[config.mk]
export PLATFORM = sky130hd
export DESIGN_NAME = cr_iu_wb_arb
export DESIGN_NICKNAME = d
export VERILOG_FILES = /design/src/rtl/cr_iu_wb_pkg.sv /design/src/rtl/cr_iu_wb_starve_cnt.sv /design/src/rtl/cr_iu_wb_arb.sv
export SDC_FILE = /design/constraint.sdc
export NUM_CORES = 1
export LEC_CHECK = 0
export BUFFER_PORTS_ARGS = -buffer_cell sky130_fd_sc_hd__buf_2
export CAP_MARGIN = 20
export CORE_MARGIN = 1
export CORE_UTILIZATION = 43
export CTS_CLUSTER_DIAMETER = 80
export CTS_CLUSTER_SIZE = 30
export DETAILED_ROUTE_END_ITERATION = 10
export GPL_ROUTABILITY_DRIVEN = 0
export MAX_ROUTING_LAYER = met4
export PLACE_DENSITY = 0.79
export SLEW_MARGIN = 20
export SYNTH_ARGS = -nofsm -noshare
export SYNTH_HDL_FRONTEND = slang
export SYNTH_SLANG_ARGS = --single-unit
[constraint.sdc]
create_clock -name forever_cpuclk -period 2.91 [get_ports forever_cpuclk]
set_input_delay 0.1455 -clock forever_cpuclk [delete_from_list [all_inputs] [get_ports forever_cpuclk]]
set_output_delay 0.1455 -clock forever_cpuclk [all_outputs]
set_load 0.01 [all_outputs]
[src/rtl/cr_iu_wb_pkg.sv]
// Shared definitions for the integer-unit write-back arbiter.
// - wb_src_e  : which source won the write-back port this cycle.
// - wb_onehot : index to one-hot decode used for per-register write enables.
package cr_iu_wb_pkg;

    typedef enum logic [1:0] {
        SRC_NONE = 2'd0,
        SRC_ALU  = 2'd1,
        SRC_LSU  = 2'd2,
        SRC_DIV  = 2'd3
    } wb_src_e;

    // Widest register bank the decoder supports; callers size-cast the result.
    localparam int unsigned WB_MAX_REGS = 64;
    localparam int unsigned WB_DEC_IDXW = 6;

    function automatic logic [WB_MAX_REGS-1:0] wb_onehot(input logic [WB_DEC_IDXW-1:0] idx);
        logic [WB_MAX_REGS-1:0] oh;
        oh      = '0;
        oh[idx] = 1'b1;
        return oh;
    endfunction

endpackage

[src/rtl/cr_iu_wb_starve_cnt.sv]
// Saturating count of consecutive cycles the divider result was denied.
// Ports:
//   clk      - clock
//   rst      - synchronous active-high reset
//   div_vld  - divider result valid
//   div_rdy  - divider result accepted this cycle
//   at_limit - count has reached STARVE_LIMIT
module cr_iu_wb_starve_cnt #(
    parameter int unsigned STARVE_LIMIT = 4
) (
    input  logic clk,
    input  logic rst,
    input  logic div_vld,
    input  logic div_rdy,
    output logic at_limit
);

    localparam int unsigned CW = (STARVE_LIMIT > 0) ? $clog2(STARVE_LIMIT + 1) : 1;
    localparam logic [CW-1:0] LIMIT_VAL = CW'(STARVE_LIMIT);

    logic [CW-1:0] cnt_q;
    logic [CW-1:0] cnt_d;

    always_comb begin
        cnt_d = cnt_q;
        // A granted or withdrawn divider request ends the denial streak.
        if (!div_vld || div_rdy) begin
            cnt_d = '0;
        end else if (cnt_q != LIMIT_VAL) begin
            cnt_d = cnt_q + CW'(1);
        end
    end

    always_ff @(posedge clk) begin
        if (rst) begin
            cnt_q <= '0;
        end else begin
            cnt_q <= cnt_d;
        end
    end

    assign at_limit = (cnt_q == LIMIT_VAL);

endmodule

[src/rtl/cr_iu_wb_arb.sv]
// Write-back arbiter in front of the gated-clock 32-bit register bank.
// Picks one of ALU / LSU / DIV per cycle and stages it for one cycle.
// Ports:
//   forever_cpuclk, cpurst          - clock, synchronous active-high reset
//   alu_wb_vld/idx/data             - ALU result, always accepted
//   lsu_wb_vld/idx/data, lsu_wb_rdy - load return, valid/ready
//   div_wb_vld/idx/data, div_wb_rdy - divider result, valid/ready
//   x_write_en                      - registered one-hot per-register write enable
//   write_data                      - registered shared write data
//   x_randclk_reg_mod_en_w32        - registered bank clock enable (= |x_write_en)
//   wb_idx_err                      - sticky: an out-of-range write was dropped
// REG_NUM must not exceed 2**IDXW nor WB_MAX_REGS.
module cr_iu_wb_arb
    import cr_iu_wb_pkg::*;
#(
    parameter int unsigned REG_NUM        = 16,
    parameter int unsigned IDXW           = 4,
    parameter int unsigned STARVE_LIMIT   = 4,
    parameter int unsigned ZERO_REG_WIRED = 1
) (
    input  logic               forever_cpuclk,
    input  logic               cpurst,
    input  logic               alu_wb_vld,
    input  logic [IDXW-1:0]    alu_wb_idx,
    input  logic [31:0]        alu_wb_data,
    input  logic               lsu_wb_vld,
    input  logic [IDXW-1:0]    lsu_wb_idx,
    input  logic [31:0]        lsu_wb_data,
    output logic               lsu_wb_rdy,
    input  logic               div_wb_vld,
    input  logic [IDXW-1:0]    div_wb_idx,
    input  logic [31:0]        div_wb_data,
    output logic               div_wb_rdy,
    output logic [REG_NUM-1:0] x_write_en,
    output logic [31:0]        write_data,
    output logic               x_randclk_reg_mod_en_w32,
    output logic               wb_idx_err
);

    logic               starve_at_limit;
    logic               starve_hit;
    wb_src_e            win_src;
    logic [IDXW-1:0]    win_idx;
    logic [31:0]        win_data;
    logic               idx_in_range;
    logic               zero_drop;
    logic               wr_fire;
    logic               idx_err_set;
    logic [REG_NUM-1:0] write_en_d;

    cr_iu_wb_starve_cnt #(
        .STARVE_LIMIT (STARVE_LIMIT)
    ) u_starve_cnt (
        .clk      (forever_cpuclk),
        .rst      (cpurst),
        .div_vld  (div_wb_vld),
        .div_rdy  (div_wb_rdy),
        .at_limit (starve_at_limit)
    );

    assign starve_hit = starve_at_limit & div_wb_vld;

    // Readies never look at the requester's own valid; both drop during reset.
    assign lsu_wb_rdy = !cpurst & !alu_wb_vld & !starve_hit;
    assign div_wb_rdy = !cpurst & !alu_wb_vld & (starve_hit | !lsu_wb_vld);

    // The readies already encode ALU > starved DIV > LSU > DIV, so a completed
    // handshake identifies the winner directly.
    always_comb begin
        win_src = SRC_NONE;
        if (cpurst) begin
            win_src = SRC_NONE;
        end else if (alu_wb_vld) begin
            win_src = SRC_ALU;
        end else if (lsu_wb_vld && lsu_wb_rdy) begin
            win_src = SRC_LSU;
        end else if (div_wb_vld && div_wb_rdy) begin
            win_src = SRC_DIV;
        end
    end

    always_comb begin
        win_idx  = '0;
        win_data = '0;
        case (win_src)
            SRC_ALU: begin
                win_idx  = alu_wb_idx;
                win_data = alu_wb_data;
            end
            SRC_LSU: begin
                win_idx  = lsu_wb_idx;
                win_data = lsu_wb_data;
            end
            SRC_DIV: begin
                win_idx  = div_wb_idx;
                win_data = div_wb_data;
            end
            default: begin
                win_idx  = '0;
                win_data = '0;
            end
        endcase
    end

    assign idx_in_range = (32'(win_idx) < REG_NUM);
    assign zero_drop    = (ZERO_REG_WIRED != 0) && (win_idx == '0);
    assign wr_fire      = (win_src != SRC_NONE) && idx_in_range && !zero_drop;
    assign idx_err_set  = (win_src != SRC_NONE) && !idx_in_range;

    assign write_en_d = wr_fire ? REG_NUM'(wb_onehot(WB_DEC_IDXW'(win_idx))) : '0;

    always_ff @(posedge forever_cpuclk) begin
        if (cpurst) begin
            x_write_en               <= '0;
            write_data               <= '0;
            x_randclk_reg_mod_en_w32 <= 1'b0;
            wb_idx_err               <= 1'b0;
        end else begin
            x_write_en               <= write_en_d;
            x_randclk_reg_mod_en_w32 <= |write_en_d;
            // Hold data while idle so the bank's data inputs stay quiet.
            if (wr_fire) begin
                write_data <= win_data;
            end
            if (idx_err_set) begin
                wb_idx_err <= 1'b1;
            end
        end
    end

endmodule

# --- Yosys cells after proc, flatten, opt, wreduce, memory -nomap -nowiden ---
# Index checks and enable logic that the tools add are counted.
totals:
  ff_bits: 52
  inputBits: 113
  output_inout_bits: 52
  word_cells: 41
classes:
  n_addsub: 1
  order_cmp: 2
  eq_ne: 5
  muxes: 9
  n_bitwise: 5
  n_reduce_logical: 15
op_table:
  columns: ["operator", "count"]
  rows:
  - ["32-bit one-hot mux with 3 select lines", 1]
  - ["16-bit two-way mux", 1]
  - ["16-bit OR reduction", 1]
  - ["4-bit one-hot mux with 3 select lines", 1]
  - ["2-bit two-way mux", 4]
  - ["4-bit by 7-bit less-than comparator with 1-bit output, second input constant", 1]
  - ["1-bit logical NOT", 6]
  - ["1-bit AND", 4]
  - ["1-bit demux with 4-bit select", 1]
  - ["2-bit == test, second input constant", 2]
  - ["4-bit by 1-bit greater-or-equal comparator with 1-bit output, second input constant", 1]
  - ["1-bit logical AND", 4]
  - ["4-bit logical NOT", 1]
  - ["3-bit by 1-bit adder with 3-bit output, second input constant", 1]
  - ["3-bit == test, second input constant", 1]
  - ["3-bit != test, second input constant", 1]
  - ["2-bit by 1-bit == test with 1-bit output, second input constant", 1]
  - ["2-bit nonzero test", 1]
  - ["2-bit OR reduction", 1]
  - ["1-bit logical OR", 1]
  - ["1-bit two-way mux", 1]
  - ["1-bit bitwise OR", 1]

# --- Longest topological paths before layout ---
depth:
  word_depth: 17
  depth_mapped: 9
  ltp_nobuf: 7

# --- Modules after synthesis ---
# Synthesis repeated with hierarchy kept, for this count alone.
unflattened:
  cells_unflattened: 226
  hier_area_um2: 2382.3
modules_own_cells:
  columns: ["module", "instances", "cells_each", "area_each_um2", "seq_area_each_um2"]
  rows:
  - ["cr_iu_wb_arb", 1, 208, 2212.1, 980.9]
  - ["cr_iu_wb_starve_cnt", 1, 18, 170.2, 60.1]

# --- Worst setup path after synthesis ---
# Ideal clock, no wire load.
synth_path:
  path_type: "register -> register"
  startpoint: "register u_starve_cnt.cnt_q[0]"
  endpoint: "register write_data[10]"
  setup_time_ns: 0.121
  t_arrival_ns: 2.337
  t_required_ns: 2.789
  setup_slack_ns: 0.452
  path_stages_with_launch: 10
  path_buffers: 2
  period_less_slack_ns: 2.458
  cell_sequence: "dfxtp_1 > inv_1 > ha_1 > nand2_1 > a2111oi_2 > buf_2 > a221o_1 > nor4_4 > buf_6 > mux2_4"
synth_via:
  elab_chain_len: 14
  elab_cells_between_ends: 21
  classes_between: "eq/ne (4); mux (6); bitwise (4); reduce/logical (7)"
synth_lines:
  columns: ["item", "line_no", "text"]
  rows:
  - ["from (decl)", "cr_iu_wb_starve_cnt.sv:21", "logic [CW-1:0] cnt_q;"]
  - ["from (signal assigned)", "cr_iu_wb_starve_cnt.sv:38", "cnt_q <= cnt_d;"]
  - ["3-bit == test (*)", "cr_iu_wb_starve_cnt.sv:42", "assign at_limit = (cnt_q == LIMIT_VAL);"]
  - ["1-bit AND (*)", "cr_iu_wb_arb.sv:61", "assign starve_hit = starve_at_limit & div_wb_vld;"]
  - ["1-bit bitwise OR", "cr_iu_wb_arb.sv:65", "assign div_wb_rdy = !cpurst & !alu_wb_vld & (starve_hit | !lsu_wb_vld);"]
  - ["1-bit AND", "cr_iu_wb_arb.sv:65", null]
  - ["1-bit logical AND", "cr_iu_wb_arb.sv:77", "end else if (div_wb_vld && div_wb_rdy) begin"]
  - ["2-bit two-way mux", "cr_iu_wb_arb.sv:77", null]
  - ["2-bit two-way mux (*)", "cr_iu_wb_arb.sv:75", "end else if (lsu_wb_vld && lsu_wb_rdy) begin"]
  - ["2-bit two-way mux (*)", "cr_iu_wb_arb.sv:73", "end else if (alu_wb_vld) begin"]
  - ["2-bit two-way mux (*)", "cr_iu_wb_arb.sv:71", "if (cpurst) begin"]
  - ["2-bit == test / 2-bit by 1-bit == test with 1-bit output (equally long branches)", "cr_iu_wb_arb.sv:85", "case (win_src)"]
  - ["4-bit one-hot mux with 3 select lines", "cr_iu_wb_arb.sv:85", null]
  - ["4-bit logical NOT", "cr_iu_wb_arb.sv:106", "assign zero_drop = (ZERO_REG_WIRED != 0) && (win_idx == '0);"]
  - ["1-bit logical NOT", "cr_iu_wb_arb.sv:107", "assign wr_fire = (win_src != SRC_NONE) && idx_in_range && !zero_drop;"]
  - ["1-bit logical AND", "cr_iu_wb_arb.sv:107", null]
  - ["to (signal assigned)", "cr_iu_wb_arb.sv:123", "write_data <= win_data;"]
  - ["to (decl)", "cr_iu_wb_arb.sv:35", "output logic [31:0] write_data,"]
# Every way passes the cells marked *; elsewhere a longest branch is shown, timed or not.
# A chain may end at the register's enable or synchronous reset.

# --- Worst setup path in the final report ---
layout_path:
  startpoint: "register u_starve_cnt.cnt_q[0]"
  endpoint: "register write_data[4]"
# The elaborated chain is that of the path after synthesis.

==> qor.log <==
INFO  clocking       cts_sinks=52
INFO  clocking       postCtsHoldBufs=0
INFO  worst_setup_path critical_path_cell_count=9
INFO  floorplanning  core.rowCount=27
INFO  cells_and_area layout-drive-gt1-share=0.493
INFO  worst_setup_path worst_ep_arrival_time=2.83ns
INFO  floorplanning  fp.coreArea=5680squm
INFO  synth          synth.yosys.seq_area_share=0.400
INFO  clocking       cts.path.max_buffers=2
INFO  cells_and_area finalNonFillerCells=492
INFO  synth          netlist.area_leader.share=0.400
INFO  synth          ys_dominant_reg_cell=dfxtp_1
INFO  drt            initialDrtViolationCount=207
INFO  sta            rsz_0062_raised_after_global_routing=no
INFO  clocking       post-cts-setup-buffer-count=0
INFO  synth          count_of_mapped_cells_out_of_synthesis=263
INFO  synth          post_synth_main_area_contributors=dfxtp_1 (40%), a222oi_1 (12%), mux2_4 (12%), nor2b_1 (8.2%), nor2_1 (6.8%)
INFO  synth          syn-mean-instance-area=9.89squm
INFO  synth          yosys.cell_types.count=31
INFO  sta            max_freq=0.379GHz
INFO  global_routing first_global_vias=2495
INFO  floorplanning  total_i_o_pin_count=165
INFO  drt            overall_routed_net_length=6.99mm
INFO  worst_setup_path timing.critical_path.max_delay_family=buffers and inverters
INFO  power          power-per-cell-area=444nW/um^2
INFO  global_routing grt_start_max_net_pins=51
INFO  power          peakVddDrop=0.000291V
INFO  worst_setup_path critical-path-top-cell-by-count=buf_4
INFO  clocking       htreeDepth=2
INFO  worst_setup_path r2r_path_end=write_data[4]
INFO  synth          synth_edf_count=0
INFO  cells_and_area postLayoutCoreUtil=0.628
INFO  drt            detail_route.vias_per_cell=5.31
INFO  floorplanning  start_util=0.458
INFO  worst_setup_path rrSetupSlack=0.27ns
INFO  synth          cell_area_after_synthesis=2600squm
INFO  worst_setup_path critical_path.max_fanout=17
INFO  drt            post_drt_wl_per_cell=14.2microns
INFO  clocking       cts-resized-gates=0
INFO  clocking       clock_insertion_delay_worst_skew=0.30ns
INFO  worst_setup_path ff2ff_path_depth=9
INFO  clocking       cts.root.buffer_cell=clkbuf_8
INFO  clocking       cts_tree=built
INFO  sta            slew_headroom=0.619
INFO  worst_setup_path critical-path-max-stage-delay=0.41ns
INFO  drt            detail_route.drc_violations=0
INFO  place          post-place-cells=484
INFO  power          total_power=0.00158W
INFO  floorplanning  floorplan.die.width=79.8microns
INFO  worst_setup_path path_class=reg2reg
INFO  place          dp.final_hpwl=5.22mm
INFO  global_routing grt_total_ovfl=0
INFO  worst_setup_path critical-path-slowest-cell=a221o_1
INFO  worst_setup_path crit_start=u_starve_cnt.cnt_q[0]
INFO  hold_path      worstHoldPathType=in2reg
INFO  worst_setup_path cp_cell_sequence=inv_1 > ha_1 > nand2_1 > a2111oi_4 > buf_4 > a221o_1 > nor4_4 > buf_4 > mux2_2
INFO  synth          postSynth.asyncResetShare=0
INFO  floorplanning  floorplan.die.height=79.8microns
INFO  job            maxcap_violations=0
INFO  clocking       cts-buffers-inserted=5
INFO  sta            timing.final.hold_violations=0
INFO  clocking       clk_pin_slew=0.11ns
INFO  place          placement.io_buffers=163
INFO  cells_and_area diodes=0
INFO  cells_and_area design_area=3560squm
INFO  global_routing gr-usage-all-layers=0.218
INFO  floorplanning  fp.dieArea=6360squm
INFO  sta            worst_pin_slew=0.570ns
INFO  worst_setup_path critPathLaunchType=register
INFO  sta            setup_tns=0ns
INFO  run_status     outcome=complete, no violations
INFO  sta            period_share=0.906
INFO  sta            setup_viol_count_final=0
INFO  drt            dr_total_vias=2614
INFO  worst_setup_path worstSetupEndpointType=register
INFO  sta            fin_worst_skew=0.0144ns
INFO  sta            layout_min_cycle_time=2.64ns
INFO  worst_setup_path regToRegStartpoint=u_starve_cnt.cnt_q[0]
INFO  cells_and_area most-common-layout-cells=buf_2 (163), dfxtp_1 (52), nor2_1 (47), nor2b_1 (34), a222oi_1 (32)
INFO  sta            final-max-slew-violation-count=0
INFO  synth          synth.yosys.warnings=0
INFO  global_routing grt_pass1_wl=10.7mm
INFO  synth          synth_largest_area_cell=dfxtp_1
INFO  cells_and_area nets=534
INFO  place          dpl-instance-area=3470squm
INFO  cells_and_area final_common_cell=buf_2
INFO  power          p_leak=1.77nW
INFO  worst_setup_path required_time_of_the_critical_path=3.10ns
INFO  synth          post_synthesis_register_bit_count=52
INFO  drt            postRouteAntennaNets=0
INFO  worst_setup_path timing.critical_path.to=write_data[4]
INFO  global_routing initial_antenna_violation_count=0
INFO  worst_setup_path count_of_buffering_cells_on_the_critical_path_with_inverters_included=3
INFO  drt            detailedRoute.firstPassIterationCount=7
INFO  cells_and_area layout-area-overhead-vs-synth=37.1%
==> logic make-up (layout without fill, tap and decap cells) <==
logic type | Yosys count | after routing | share of synthesized area
AO/OA/AOI/OAI | 41 | 41 | 0.155
XOR/XNOR | 1 | 1 | 0.00337
adder cells (fa/ha/maj) | 2 | 2 | 0.00962
buffers and inverters | 28 | 184 | 0.0549
flip-flops | 52 | 52 | 0.400
multiplexers | 32 | 32 | 0.167
other | 1 | 2 | 0.00144
AND/OR/NAND/NOR | 106 | 106 | 0.208
==> cell type report <==
cell class / count / area, sq um
clock buffer: 5 / 68.8
clock inverter: 3 / 26.3
fill: 502 / 2110
inverter: 4 / 15.0
multi-input combinational: 184 / 1440
sequential: 52 / 1040
tap: 72 / 90.1
timing repair buffer: 172 / 883
==> worst reg2reg max path, stage by stage, from the launching register on <==
cell	delay [ns]
dfxtp_1	0.39
inv_1	0.06
ha_1	0.23
nand2_1	0.20
a2111oi_4	0.13
buf_4	0.20
a221o_1	0.41
nor4_4	0.18
buf_4	0.35
mux2_2	0.38
==> per-stage QoR <==
stage / setup slack (ns) / hold slack [ns]
3_3_place_gp: 0.399 / 0.489
3_5_place_dp: 0.274 / 0.505
2_1_floorplan: 0.452 / 0.400
6_report: 0.273 / 0.190
5_1_grt: 0.103 / 0.214
4_1_cts: 0.237 / 0.189
==> flip-flops by register name (all words and copies together) (netlist names) <==
| name | flops |
|---|---|
| u_starve_cnt.cnt_q | 3 |
| x_write_en | 16 |
| write_data | 32 |
| x_randclk_reg_mod_en_w32 | 1 |
==> synth_stat cells, drive strengths merged (2+ instances only) <==
cell,n
dfxtp,52
nor2,47
nor2b,34
a222oi,32
mux2,32
buf,15
clkbuf,9
nand2,8
a221o,4
and2,4
inv,4
nor4,4
nor3,3
a21oi,2
a221oi,2
ha,2
==> layer usage <==
layer / vias to the layer above / GRT usage / wire length, microns
met1: 1221 / 0.237 / 2860
li1: 1276 / - / -
met3: 4 / 0.0309 / 469
met2: 113 / 0.416 / 3620
met4: 0 / 0.0500 / 36
met5: - / - / 0
==> report_power, final <==
part	leakage [nW]	internal, W	switching [W]
Combinational	1.30	0.000203	0.000181
Sequential	0.425	0.000757	0.0000187
Clock	0.0487	0.000176	0.000246
Total	1.77	0.00114	0.000446
==> worst min-delay path by stage <==
stage	start	endpoint	slack, ns	cells after the start
floorplan	div_wb_data[0]	write_data[0]	0.40	3
global placement	u_starve_cnt.cnt_q[1]	u_starve_cnt.cnt_q[1]	0.49	2
detailed placement	u_starve_cnt.cnt_q[1]	u_starve_cnt.cnt_q[1]	0.50	2
CTS	div_wb_data[28]	write_data[28]	0.19	4
global route	div_wb_data[28]	write_data[28]	0.21	4
finish	div_wb_data[28]	write_data[28]	0.19	4
Power figures use the tool's default switching activity.
